$ cat src/rtl/seven_seg_pkg.sv
// Shared segment types, glyph table and polarity helper
// for the multiplexed seven-segment scanner.
package seven_seg_pkg;

  typedef logic [6:0] seg_t;

  localparam seg_t SEG_0 = 7'b1111110;
  localparam seg_t SEG_1 = 7'b0110000;
  localparam seg_t SEG_2 = 7'b1101101;
  localparam seg_t SEG_3 = 7'b1111001;
  localparam seg_t SEG_4 = 7'b0110011;
  localparam seg_t SEG_5 = 7'b1011011;
  localparam seg_t SEG_6 = 7'b1011111;
  localparam seg_t SEG_7 = 7'b1110000;
  localparam seg_t SEG_8 = 7'b1111111;
  localparam seg_t SEG_9 = 7'b1110011;
  localparam seg_t SEG_A = 7'b1110111;
  localparam seg_t SEG_B = 7'b0011111;
  localparam seg_t SEG_C = 7'b1001110;
  localparam seg_t SEG_D = 7'b0111101;
  localparam seg_t SEG_E = 7'b1001111;
  localparam seg_t SEG_F = 7'b1000111;

  localparam seg_t SEG_BLANK = 7'b0000000;

  function automatic seg_t seg_pol(
    input seg_t s,
    input logic act_low
  );
    return act_low ? ~s : s;
  endfunction

endpackage

$ cat src/rtl/seven_seg_hex_decode.sv
// Combinational nibble to segment decoder, a..g in bit6..bit0.
// Letters A-F are optional; when disabled they decode blank.
module seven_seg_hex_decode
  import seven_seg_pkg::*;
#(
  parameter int HEX_EN = 1
) (
  input  logic [3:0] i_nib,
  output seg_t       o_seg
);

  localparam bit LETTERS = (HEX_EN != 0);

  always_comb begin
    o_seg = SEG_BLANK;
    unique case (i_nib)
      4'h0: o_seg = SEG_0;
      4'h1: o_seg = SEG_1;
      4'h2: o_seg = SEG_2;
      4'h3: o_seg = SEG_3;
      4'h4: o_seg = SEG_4;
      4'h5: o_seg = SEG_5;
      4'h6: o_seg = SEG_6;
      4'h7: o_seg = SEG_7;
      4'h8: o_seg = SEG_8;
      4'h9: o_seg = SEG_9;
      4'hA: o_seg = LETTERS ? SEG_A : SEG_BLANK;
      4'hB: o_seg = LETTERS ? SEG_B : SEG_BLANK;
      4'hC: o_seg = LETTERS ? SEG_C : SEG_BLANK;
      4'hD: o_seg = LETTERS ? SEG_D : SEG_BLANK;
      4'hE: o_seg = LETTERS ? SEG_E : SEG_BLANK;
      4'hF: o_seg = LETTERS ? SEG_F : SEG_BLANK;
    endcase
  end

endmodule

$ cat src/rtl/seven_seg_scan.sv
// Time-multiplexed N-digit seven-segment driver with double
// buffering, dead-time guard and leading-zero blanking.
module seven_seg_scan
  import seven_seg_pkg::*;
#(
  parameter int N_DIGITS       = 4,
  parameter int REFRESH_DIV    = 50000,
  parameter int DEAD_CYCLES    = 2,
  parameter int HEX_EN         = 1,
  parameter int SEG_ACTIVE_LOW = 0,
  parameter int DIG_ACTIVE_LOW = 1
) (
  input  logic                  clk,
  input  logic                  rst_n,
  input  logic [4*N_DIGITS-1:0] data_in,
  input  logic [N_DIGITS-1:0]   dp_in,
  input  logic                  load,
  input  logic                  enable,
  input  logic                  lz_blank,
  output logic [6:0]            segments,
  output logic                  dp,
  output logic [N_DIGITS-1:0]   digit_en,
  output logic                  frame_start
);

  localparam int TW = (REFRESH_DIV > 1) ? $clog2(REFRESH_DIV) : 1;
  localparam int IW = (N_DIGITS > 1) ? $clog2(N_DIGITS) : 1;

  localparam logic [TW-1:0] TICK_LAST = TW'(REFRESH_DIV - 1);
  localparam logic [TW-1:0] TICK_DEAD = TW'(DEAD_CYCLES);
  localparam logic [IW-1:0] IDX_LAST  = IW'(N_DIGITS - 1);

  localparam logic SEG_LOW = (SEG_ACTIVE_LOW != 0);
  localparam logic DIG_LOW = (DIG_ACTIVE_LOW != 0);

  localparam seg_t SEG_OFF = seg_pol(SEG_BLANK, SEG_LOW);
  localparam logic DP_OFF  = SEG_LOW;
  localparam logic [N_DIGITS-1:0] DIG_OFF = {N_DIGITS{DIG_LOW}};

  logic [TW-1:0]         r_tick;
  logic [IW-1:0]         r_idx;
  logic [4*N_DIGITS-1:0] r_pend_data;
  logic [N_DIGITS-1:0]   r_pend_dp;
  logic                  r_pend;
  logic [4*N_DIGITS-1:0] r_disp_data;
  logic [N_DIGITS-1:0]   r_disp_dp;
  seg_t                  r_seg;
  logic                  r_dp;
  logic [N_DIGITS-1:0]   r_dig;
  logic                  r_fs;

  logic                  w_boundary;
  logic                  w_dead;
  logic [3:0]            w_nib;
  logic                  w_dpsel;
  logic                  w_blank;
  logic [N_DIGITS-1:0]   w_lz;
  logic [N_DIGITS-1:0]   w_onehot;
  seg_t                  w_dec;

  assign w_boundary = enable && (r_tick == '0) && (r_idx == '0);
  assign w_dead     = (DEAD_CYCLES > 0) && (r_tick < TICK_DEAD);

  // A digit is a leading zero when it and every digit above it is zero.
  always_comb begin
    logic w_zhi;
    w_zhi = 1'b1;
    w_lz  = '0;
    for (int i = N_DIGITS - 1; i > 0; i--) begin
      w_zhi   = w_zhi && (r_disp_data[4*i +: 4] == 4'h0);
      w_lz[i] = w_zhi;
    end
  end

  always_comb begin
    w_nib    = '0;
    w_dpsel  = 1'b0;
    w_blank  = 1'b0;
    w_onehot = '0;
    for (int i = 0; i < N_DIGITS; i++) begin
      if (r_idx == IW'(i)) begin
        w_nib       = r_disp_data[4*i +: 4];
        w_dpsel     = r_disp_dp[i];
        w_blank     = lz_blank && w_lz[i];
        w_onehot[i] = 1'b1;
      end
    end
  end

  seven_seg_hex_decode #(
    .HEX_EN (HEX_EN)
  ) u_dec (
    .i_nib (w_nib),
    .o_seg (w_dec)
  );

  always_ff @(posedge clk) begin
    if (!rst_n) begin
      r_tick      <= '0;
      r_idx       <= '0;
      r_pend_data <= '0;
      r_pend_dp   <= '0;
      r_pend      <= 1'b0;
      r_disp_data <= '0;
      r_disp_dp   <= '0;
      r_seg       <= SEG_OFF;
      r_dp        <= DP_OFF;
      r_dig       <= DIG_OFF;
      r_fs        <= 1'b0;
    end else begin
      if (!enable) begin
        r_tick <= '0;
        r_idx  <= '0;
      end else if (r_tick == TICK_LAST) begin
        r_tick <= '0;
        r_idx  <= (r_idx == IDX_LAST) ? '0 : r_idx + 1'b1;
      end else begin
        r_tick <= r_tick + 1'b1;
      end

      // Commit sees the old pending value; a same-cycle load waits.
      if (w_boundary && r_pend) begin
        r_disp_data <= r_pend_data;
        r_disp_dp   <= r_pend_dp;
      end
      if (load) begin
        r_pend_data <= data_in;
        r_pend_dp   <= dp_in;
        r_pend      <= 1'b1;
      end else if (w_boundary) begin
        r_pend <= 1'b0;
      end

      r_fs <= w_boundary;

      if (!enable || w_dead) begin
        r_seg <= SEG_OFF;
        r_dp  <= DP_OFF;
        r_dig <= DIG_OFF;
      end else begin
        r_seg <= seg_pol(w_blank ? SEG_BLANK : w_dec, SEG_LOW);
        r_dp  <= SEG_LOW ? ~w_dpsel : w_dpsel;
        r_dig <= DIG_LOW ? ~w_onehot : w_onehot;
      end
    end
  end

  assign segments    = r_seg;
  assign dp          = r_dp;
  assign digit_en    = r_dig;
  assign frame_start = r_fs;

endmodule
$ cat config.mk
export PLATFORM = sky130hd
export DESIGN_NAME = seven_seg_scan
export DESIGN_NICKNAME = d
export VERILOG_FILES = /design/src/rtl/seven_seg_pkg.sv /design/src/rtl/seven_seg_hex_decode.sv /design/src/rtl/seven_seg_scan.sv
export SDC_FILE = /design/constraint.sdc
export NUM_CORES = 1
export LEC_CHECK = 0
export ABC_AREA = 1
export CORE_UTILIZATION = 25
export CTS_CLUSTER_SIZE = 25
export DETAILED_ROUTE_END_ITERATION = 7
export PLACE_DENSITY = 0.43
export SYNTH_ARGS = -nofsm -noshare
export SYNTH_HDL_FRONTEND = slang
export SYNTH_SLANG_ARGS = --single-unit
$ cat constraint.sdc
create_clock -name clk -period 2.84 [get_ports clk]
set_input_delay 0.568 -clock clk [delete_from_list [all_inputs] [get_ports clk]]
set_output_delay 0.568 -clock clk [all_outputs]
set_load 0.02 [all_outputs]
==> flow_summary.toml <==
[status]
outcome = "finished, final reports clean"

[layout]
layout_common_cells = "121 x nand2_1, 77 x nor2_1, 72 x dfxtp_1, 41 x a21oi_1, 37 x clkdlybuf4s50_1"
n_antenna_cell = 0
final_util = 0.3222
drive_gt1_frac = 0.07460
final_common_cell = "nand2_1"
area_growth_syn_to_layout_pct = 24.83
n_fill_cell = 1392
nets = 530

[grt]
grt_max_degree = 23
antenna_found_initial = 0
grt_pass1_vias = 2717
grt_pass1_wl_um = 13030
track_usage = 0.1227
overflow = 0

[routing]
wire_per_inst_um = 11.21
via_per_inst = 4.314
drt_wl_total_um = 7488
num_vias = 2882
drtIter0Drc = 87
detail-route-antenna-nets = 0
drc = 0
drt-pass1-iter-count = 4

[placement]
globalplace.congestion = 0.7579
dp_hpwl_um = 5450
post-place-ws_ns = 0.4706
io_buffer_count = 37

[sta]
clock.fmax_mhz = 417.9
maxSlewViolCount = 0
final_hold_viol_count = 0
period_share = 0.8425
worstMarginPinSlew_ns = 0.7042
slew_headroom = 0.5256
grt_setup_unrepaired = "false"
period_minus_slack_ns = 2.393
postLayoutSetupSlackWorst_ns = 0.4473
fin_skew_ns = 0.005738
setup_violations = 0
finalSetupTns_ns = 0

[worst_hold_path]
holdPathStages = 2
min_path_type = "reg -> reg"
min_from = "r_pend_data[6]"
hold_end = "r_disp_data[6]"

[setup_path]
critPathMaxFanout = 9
reg2regPathDepth = 10
critPathRequiredTime_ns = 3.10
critical_path_class = "reg -> reg"
reg2reg_slack_ns = 0.45
r2r-end = "segments[0]"
worst_r2r_startpoint = "r_idx[1]"
crit_arrival_ns = 2.65
crit_path_end_kind = "flip-flop"
startpoint_type = "flip-flop"

[synth]
netlist_top_cells_area = "dfxtp_1 44%, nand2_1 14%, nor2_1 8.8%"
async_reset_ff_frac = 0
netlist_instances = 458
synth_area_um2 = 3271
ys_seq_area_frac = 0.4407
ys_ff_latch = 72
synth_edf_count = 0
synth_nets = 496
synth_flop_cell = "dfxtp_1"
synth_top_area_share = 0.4407
yosys.area.top_type = "dfxtp_1"
yosysWarnings = 0
ys_types = 26
synth_area_per_cell_um2 = 7.141

[clock_network]
cts.path.max_buffers = 2
cts_resized = 0
cts_tree = "yes"
root_buffer = "clkbuf_16"
cts_buffers = 9
clk_pin_slew_ns = 0.06
cts_setup_buffers = 0
clk_latency_ns = 0.33
cts-htree-levels = 3
clock_sinks = 72
cts_hold_buf = 0

[die]
dieArea_um2 = 13540
die_height_um = 116.4
die_w_um = 116.4
rows = 41
io_pins = 38
coreArea_um2 = 12670
initial_core_util = 0.2581

[power_and_ir_drop]
vdd_drop_max_v = 0.0002192
p_leak_nw = 1.597
power_density_nw_per_um2 = 574.7

[job]
maxCapViolations = 0
power breakdown:
| part | switching, mW | total, mW | internal, mW |
|---|---|---|---|
| clock network | 0.429 | 1.15 | 0.724 |
| logic | 0.0730 | 0.136 | 0.0625 |
| registers | 0.0166 | 1.06 | 1.04 |
| total | 0.519 | 2.35 | 1.83 |
logic make-up after synthesis:
kind of cell | count (synthesis) | share of synthesized area
AND/OR/NAND/NOR | 251 | 0.3267
buffers and inverters | 53 | 0.07269
adder cells (fa/ha/maj) | 13 | 0.04973
flip-flops | 72 | 0.4407
AO/OA/AOI/OAI | 68 | 0.1075
XOR/XNOR | 1 | 0.002678
layer usage:
| layer | part of all wire | GRT usage | vias to the layer above |
|---|---|---|---|
| met2 | 0.45 | 0.2008 | 60 |
| met3 | 0.044 | 0.03062 | 11 |
| li1 | - | - | 1521 |
| met4 | 0.016 | 0.04615 | 0 |
| met5 | 0 | 0 | - |
| met1 | 0.49 | 0.1552 | 1290 |
registers in the layout, indices dropped and copies added, names as in the netlist, 2 cells and up:
signal	cells
r_idx	2
digit_en	4
segments	7
r_pend_data	16
r_disp_dp	4
r_pend_dp	4
r_disp_data	16
r_tick	16
how the worst max path moves through the flow:
stage,start,cells after the start,endpoint,slack [ns]
2_1_floorplan,r_idx[0],11,segments[1],0.91
5_1_grt,r_idx[0],10,segments[0],0.18
6_report,r_idx[1],10,segments[0],0.45
4_1_cts,r_idx[1],10,segments[0],0.44
3_5_place_dp,r_idx[1],10,segments[1],0.47
3_3_place_gp,r_idx[0],10,segments[1],0.58
Yosys cell counts (5+ instances only):
cell and n:
inv_1 31, nand3_1 21, o21ai_0 26, a21oi_1 41
clkbuf_1 8, dfxtp_1 72, nand4_1 6, nand2_1 121
ha_1 13, nand2_2 5, inv_2 5, nor2_1 77
worst max-delay path, cell delays in order (launching register included):
cell and delay [ns]:
dfxtp_1 0.36, ha_1 0.34, inv_1 0.15, o21ai_0 0.59
inv_1 0.21, ha_1 0.25, inv_1 0.05, nand3_1 0.11
nand2_1 0.10, a21oi_1 0.04, nor2_1 0.13
through the flow:
step                area, um2  total power, mW  hold WS [ns]  instances
finish                   4083            2.347        0.4572        668
global route             4083            2.453        0.4733        668
CTS                      4083            2.387        0.4604        668
detailed placement       3776            1.217        0.4519        653
global placement         3776            1.216        0.4459        653
floorplan                3271            1.158        0.4299        458
final cells by class:
cell class | count | area (um2) | area share
Clock buffer | 11 | 252.7 | 0.06191
Clock inverter | 4 | 53.80 | 0.01318
Inverter | 36 | 135.1 | 0.03310
Multi-Input combinational cell | 333 | 1592 | 0.3898
Sequential cell | 72 | 1441 | 0.3530
Tap cell | 172 | 215.2 | 0.05271
Timing Repair Buffer | 40 | 392.9 | 0.09623
Power figures use the tool's default switching activity.
